--- src/rtl/uart_pkg.sv ---
// uart_pkg: shared constants and state encoding for the UART frame controller
package uart_pkg;
  localparam logic [7:0] SOF_DEFAULT = 8'hAA;
  localparam logic [1:0] ERR_LEN = 2'b01;
  localparam logic [1:0] ERR_CHK = 2'b10;
  localparam logic [1:0] ERR_TMO = 2'b11;
  typedef enum logic [2:0] {IDLE, CMD, LEN, DATA, CHK} state_t;
endpackage

--- src/rtl/uart_frame_ctrl_if.sv ---
// uart_frame_ctrl_if: byte input and frame/payload output bundle of the frame controller
interface uart_frame_ctrl_if #(
  parameter int MAX_LEN = 16
);
  localparam int IW = MAX_LEN > 1 ? $clog2(MAX_LEN) : 1;
  logic [7:0] rx_data;
  logic rx_valid;
  logic [7:0] cmd_out;
  logic [7:0] len_out;
  logic [7:0] pl_data;
  logic pl_valid;
  logic [IW-1:0] pl_idx;
  logic frame_ok;
  logic frame_err;
  logic [1:0] err_code;
  logic busy;
  modport master (
    output rx_data, rx_valid,
    input cmd_out, len_out, pl_data, pl_valid, pl_idx, frame_ok, frame_err, err_code, busy
  );
  modport slave (
    input rx_data, rx_valid,
    output cmd_out, len_out, pl_data, pl_valid, pl_idx, frame_ok, frame_err, err_code, busy
  );
endinterface

--- src/rtl/uart_idle_timer.sv ---
// uart_idle_timer: counts byte-free cycles inside a frame and flags the inter-byte timeout
module uart_idle_timer #(
  parameter int TIMEOUT_CYC = 100000
) (
  input logic clk,
  input logic res,
  input logic enable,
  input logic kick,
  output logic expired
);
  localparam int TW = $clog2(TIMEOUT_CYC + 1);
  localparam logic [TW-1:0] LAST = TW'(TIMEOUT_CYC - 1);
  logic [TW-1:0] t;
  assign expired = enable && !kick && t == LAST;
  // a byte (kick) always beats expiry; the count restarts whenever idle, kicked or expired
  always_ff @(posedge clk)
    t <= (res || !enable || kick || expired) ? '0 : t + TW'(1);
endmodule

--- src/rtl/uart_frame_ctrl.sv ---
// uart_frame_ctrl: SOF/CMD/LEN/payload/checksum frame sequencer with inter-byte timeout
module uart_frame_ctrl
  import uart_pkg::*;
#(
  parameter logic [7:0] SOF_BYTE = SOF_DEFAULT,
  parameter int MAX_LEN = 16,
  parameter int TIMEOUT_CYC = 100000
) (
  input logic clk,
  input logic res,
  uart_frame_ctrl_if.slave bus
);
  localparam int IW = MAX_LEN > 1 ? $clog2(MAX_LEN) : 1;
  localparam logic [7:0] MAXL = 8'(MAX_LEN);
  state_t state;
  logic [7:0] chk;
  logic [7:0] cnt;
  logic expired;
  assign bus.busy = state != IDLE;
  uart_idle_timer #(.TIMEOUT_CYC(TIMEOUT_CYC)) u_timer (
    .clk(clk),
    .res(res),
    .enable(state != IDLE),
    .kick(bus.rx_valid),
    .expired(expired)
  );
  // frame sequencer; every output is registered on the edge that samples the byte strobe
  always_ff @(posedge clk) begin
    if (res) begin
      state <= IDLE;
      chk <= '0;
      cnt <= '0;
      bus.cmd_out <= '0;
      bus.len_out <= '0;
      bus.pl_data <= '0;
      bus.pl_valid <= 1'b0;
      bus.pl_idx <= '0;
      bus.frame_ok <= 1'b0;
      bus.frame_err <= 1'b0;
      bus.err_code <= '0;
    end else begin
      bus.pl_valid <= 1'b0;
      bus.frame_ok <= 1'b0;
      bus.frame_err <= 1'b0;
      if (expired) begin
        bus.frame_err <= 1'b1;
        bus.err_code <= ERR_TMO;
        state <= IDLE;
      end else if (bus.rx_valid) begin
        case (state)
          IDLE: state <= bus.rx_data == SOF_BYTE ? CMD : IDLE;
          CMD: begin
            bus.cmd_out <= bus.rx_data;
            chk <= bus.rx_data;
            state <= LEN;
          end
          LEN: begin
            bus.len_out <= bus.rx_data;
            chk <= chk ^ bus.rx_data;
            cnt <= '0;
            if (bus.rx_data > MAXL) begin
              bus.frame_err <= 1'b1;
              bus.err_code <= ERR_LEN;
              state <= IDLE;
            end else begin
              state <= bus.rx_data == 8'd0 ? CHK : DATA;
            end
          end
          DATA: begin
            bus.pl_data <= bus.rx_data;
            bus.pl_valid <= 1'b1;
            bus.pl_idx <= cnt[IW-1:0];
            chk <= chk ^ bus.rx_data;
            cnt <= cnt + 8'd1;
            state <= cnt == bus.len_out - 8'd1 ? CHK : DATA;
          end
          CHK: begin
            bus.frame_ok <= bus.rx_data == chk;
            bus.frame_err <= bus.rx_data != chk;
            if (bus.rx_data != chk) bus.err_code <= ERR_CHK;
            state <= IDLE;
          end
          default: state <= IDLE;
        endcase
      end
    end
  end
endmodule

--- src/flat_wrapper.sv ---
// flat-port wrapper written by rule: the top's interface ports become plain ports
module uart_frame_ctrl_flat import uart_pkg::*;
#(
  parameter logic [7:0] SOF_BYTE = SOF_DEFAULT,
  parameter int MAX_LEN = 16,
  parameter int TIMEOUT_CYC = 100000
)
  (clk, res, bus_rx_data, bus_rx_valid, bus_cmd_out, bus_len_out, bus_pl_data, bus_pl_valid, bus_pl_idx, bus_frame_ok, bus_frame_err, bus_err_code, bus_busy);
  uart_frame_ctrl_if #(.MAX_LEN(MAX_LEN)) bus_i ();
  input logic clk;
  input logic res;
  input wire logic [$bits(bus_i.rx_data)-1:0] bus_rx_data;
  input wire logic [$bits(bus_i.rx_valid)-1:0] bus_rx_valid;
  output wire logic [$bits(bus_i.cmd_out)-1:0] bus_cmd_out;
  output wire logic [$bits(bus_i.len_out)-1:0] bus_len_out;
  output wire logic [$bits(bus_i.pl_data)-1:0] bus_pl_data;
  output wire logic [$bits(bus_i.pl_valid)-1:0] bus_pl_valid;
  output wire logic [$bits(bus_i.pl_idx)-1:0] bus_pl_idx;
  output wire logic [$bits(bus_i.frame_ok)-1:0] bus_frame_ok;
  output wire logic [$bits(bus_i.frame_err)-1:0] bus_frame_err;
  output wire logic [$bits(bus_i.err_code)-1:0] bus_err_code;
  output wire logic [$bits(bus_i.busy)-1:0] bus_busy;
  assign bus_i.rx_data = bus_rx_data;
  assign bus_i.rx_valid = bus_rx_valid;
  assign bus_cmd_out = bus_i.cmd_out;
  assign bus_len_out = bus_i.len_out;
  assign bus_pl_data = bus_i.pl_data;
  assign bus_pl_valid = bus_i.pl_valid;
  assign bus_pl_idx = bus_i.pl_idx;
  assign bus_frame_ok = bus_i.frame_ok;
  assign bus_frame_err = bus_i.frame_err;
  assign bus_err_code = bus_i.err_code;
  assign bus_busy = bus_i.busy;
  uart_frame_ctrl #(.SOF_BYTE(SOF_BYTE), .MAX_LEN(MAX_LEN), .TIMEOUT_CYC(TIMEOUT_CYC)) u_core (.clk(clk), .res(res), .bus(bus_i));
endmodule
--- config.mk ---
export PLATFORM = sky130hd
export DESIGN_NAME = uart_frame_ctrl_flat
export DESIGN_NICKNAME = d
export VERILOG_FILES = /design/src/rtl/uart_pkg.sv /design/src/rtl/uart_frame_ctrl_if.sv /design/src/rtl/uart_idle_timer.sv /design/src/rtl/uart_frame_ctrl.sv /design/src/flat_wrapper.sv
export SDC_FILE = /design/constraint.sdc
export NUM_CORES = 1
export LEC_CHECK = 0
export BUFFER_PORTS_ARGS = -buffer_cell sky130_fd_sc_hd__buf_2
export CORE_ASPECT_RATIO = 1.1
export CORE_MARGIN = 4
export CORE_UTILIZATION = 30
export CTS_CLUSTER_SIZE = 10
export DETAILED_ROUTE_END_ITERATION = 8
export REMOVE_ABC_BUFFERS = 1
export SKIP_LAST_GASP = 1
export SLEW_MARGIN = 20
export SYNTH_ARGS = -nofsm -noshare
export SYNTH_HDL_FRONTEND = slang
export SYNTH_HIERARCHICAL = 1
export SYNTH_SLANG_ARGS = --single-unit
--- constraint.sdc ---
create_clock -name clk -period 5.6 [get_ports clk]
set_input_delay 1.68 -clock clk [delete_from_list [all_inputs] [get_ports clk]]
set_output_delay 1.68 -clock clk [all_outputs]
set_load 0.01 [all_outputs]
==> impl_metrics.env <==
export IMPL_outcome="finished clean"
export IMPL_drcViolationCount=0
export IMPL_syn_inst=410
export IMPL_htreeDepth=3
export IMPL_fin_worst_skew_ns=0.0107
export IMPL_grt_overflow_total=0
export IMPL_maxCapViolCount=0
export IMPL_die_h_um=120
export IMPL_synthXorXnorAreaFrac=0.0898
export IMPL_tritoncts="built"
export IMPL_synth_edff_count=0
export IMPL_cp_startpoint="bus_rx_valid"
export IMPL_cp_data_arrival_time_ns=3.95
export IMPL_synth_adder_area_share=0.0110
export IMPL_first_pass_iters=5
export IMPL_hold_path_startpoint="u_core/bus.pl_idx[3]$_SDFFE_PP0P_"
export IMPL_switching_share=0.219
export IMPL_fmax_mhz=264
export IMPL_synthTopCellsByArea="dfxtp_1, xor2_1, a21oi_1, nand2_1, nor2_1"
export IMPL_start_util=0.310
export IMPL_netlist_top_cells_count="dfxtp_1, nand2_1, nor2_1, a21oi_1, xor2_1"
export IMPL_grt_pass1_vias=2784
export IMPL_antenna_found_initial=0
export IMPL_area_growth_syn_to_layout_pct=16.9
export IMPL_viasPerCell=4.99
export IMPL_finalPower_w=0.00114
export IMPL_yosysMostFrequentCell="dfxtp_1"
export IMPL_ys_dominant_reg_cell="dfxtp_1"
export IMPL_cts_root_buf="clkbuf_16"
export IMPL_synthMuxAreaShare=0.0293
export IMPL_powerDensity_mw_per_mm2=287
export IMPL_synth_top_family_by_area="simple AND/OR/NAND/NOR gates"
export IMPL_final_layout_size_suffix_gt1_frac=0.170
export IMPL_synth_area_leader_cell="dfxtp_1"
export IMPL_leakagePower_nw=1.47
export IMPL_grtUsageTotal=0.128
export IMPL_synth_seq_cells=69
export IMPL_cts_made_buffers=9
export IMPL_ir_drop_uv=137
export IMPL_port_buffers=44
export IMPL_clock_sinks=69
export IMPL_postRouteAntennaNets=0
export IMPL_post_cts_buffers=0
export IMPL_nNetsFinal=450
export IMPL_max_clock_path_buffers=2
export IMPL_crit_required_ns=5.76
export IMPL_postCtsHoldBufs=0
export IMPL_crit_fanout=11
export IMPL_hp_class="reg -> reg"
export IMPL_die_w_um=110
export IMPL_synthSimpleGateAreaFrac=0.275
export IMPL_synth_top_cell_area_share=0.405
export IMPL_end_kind="flop"
export IMPL_cts_resized_gates=0
export IMPL_p_int_w=0.000894
export IMPL_postLayoutCoreUtil=0.362
export IMPL_pwr_share_comb=0.027
export IMPL_ys_seq_area_frac=0.405
export IMPL_syn_avg_cell_area_sq_um=8.33
export IMPL_wirelength_mm=8.40
export IMPL_yosysWarnings=6
export IMPL_dpl_hpwl_mm=5.65
export IMPL_worstSetupStartpointType="primary input"
export IMPL_path_class="in -> reg"
export IMPL_async_flop_share=0
export IMPL_num_io_pins=45
export IMPL_timing_hold_ws_ns=0.452
export IMPL_p_clk_frac=0.544
export IMPL_drv_slew=0
export IMPL_clk_pin_slew_worst_paths_ns=0.06
export IMPL_tns_ns=0
export IMPL_dieArea_sq_mm=0.0131
export IMPL_syn_area_sq_mm=0.00341
export IMPL_pwr_share_seq=0.429
export IMPL_rsz0062_at_grt="no"
export IMPL_antenna_cells=0
export IMPL_fill_cells=1133
export IMPL_setup_viol=0
export IMPL_min_period_over_period=0.676
export IMPL_ys_types=49
export IMPL_wl_per_cell_um=14.3
export IMPL_clk_insertion_delay_late_ns=0.33
export IMPL_hold_violations=0
export IMPL_r2r_start="u_core/state[0]$_SDFFE_PP0P_"
export IMPL_grt_max_degree=56
export IMPL_ff2ff_setup_slack_ns=2.45
export IMPL_synth_compound_area_frac=0.136
export IMPL_rows=40
export IMPL_p_switching_w=0.000250
export IMPL_min_period_ns=3.78
export IMPL_drtIter0Drc=187
export IMPL_core_area_sq_mm=0.0110
export IMPL_tightestPinTransition_ns=1.10
export IMPL_vias=2937
export IMPL_globalplace_congestion=0.834
export IMPL_grt_pass1_wl_mm=13.4
export IMPL_slew_headroom=0.265
[critical path, cell delays in order]
cell and delay, ns:
buf_2 0.16, nor4b_1 0.25, nand2_1 0.14, nor3_1 0.47
and2b_1 0.40, nand2_1 0.24, nand2_1 0.26, o211ai_1 0.25
a21oi_1 0.09
[flip-flops by register name (all words and copies together) (netlist names), 3 cells and up]
signal / flops
u_core/bus.pl_data: 8
u_core/u_timer/t: 17
u_core/bus.cmd_out: 8
u_core/cnt: 8
u_core/state: 3
u_core/bus.pl_idx: 4
u_core/bus.len_out: 8
u_core/chk: 8
[final timing paths]
| check | depth (start not counted) | endpoint |
|---|---|---|
| worst max-delay path | 9 | u_core/chk[2]$_SDFFE_PP0P_ |
| worst min register to register | 2 | u_core/bus.pl_idx[3]$_SDFFE_PP0P_ |
| worst max register to register | 9 | u_core/chk[2]$_SDFFE_PP0P_ |
| worst min-delay path | 2 | u_core/bus.pl_idx[3]$_SDFFE_PP0P_ |
[cell type report]
class	count	area (sq um)	share of cell area
Multi-Input combinational cell	305	1850	0.463
Sequential cell	69	1380	0.346
Timing Repair Buffer	45	228	0.0571
Clock buffer	9	225	0.0564
Tap cell	147	184	0.0461
Clock inverter	7	103	0.0257
Inverter	6	22.5	0.00564
[logic make-up after synthesis]
kind of cell	after synthesis
and+or+nand+nor	180
buffers and inverters	36
muxes	10
adders and majority gates	3
xor gates and xnor gates	35
AOI/OAI and AO/OA	77
DFF	69
[through the flow]
stage               area, sq um  cells  setup WS, ns
global placement           3660    572          1.66
global route               3990    588          1.53
detailed placement         3660    572          1.52
CTS                        3990    588          1.84
floorplan                  3250    380          2.16
finish                     3990    588          1.82
[cell usage in the layout, fill, tap and decap left out, types with 2 or more instances in the layout]
cell type	n
and3_1	4
inv_1	6
clkbuf_16	9
nand3_1	21
ha_1	3
a21oi_1	41
o211ai_1	8
nand2_1	54
nand4_1	8
or4_1	3
nor3_2	3
nor4_2	3
bufinv_16	2
and4_1	3
or3_1	3
nand2b_1	3
and2_1	3
nor2_1	46
and4bb_1	2
nor4b_1	2
dfxtp_1	69
a22oi_1	2
a21o_1	3
mux2i_1	10
nand2_2	2
o21ai_1	6
xor2_1	24
buf_2	44
o21ai_0	9
xnor2_1	11
nor3b_1	3
nor3_1	9
inv_6	4
[power groups by stage]
stage	combinational (W)	clock, W	sequential (W)
6_report	0.0000304	0.000623	0.000491
2_1_floorplan	0.00000828	0	0.000502
4_1_cts	0.0000304	0.000639	0.000491
3_3_place_gp	0.0000296	0	0.000502
5_1_grt	0.0000328	0.000657	0.000491
3_5_place_dp	0.0000302	0	0.000502
[metal layers]
layer | track usage | vias up | part of all wire
met5 | 0 | - | 0
met4 | 0.0514 | 0 | 0.020
met3 | 0.0382 | 15 | 0.050
met2 | 0.216 | 65 | 0.49
met1 | 0.150 | 1382 | 0.44
li1 | - | 1475 | -
Note: power is estimated with default switching activity, not from simulation.
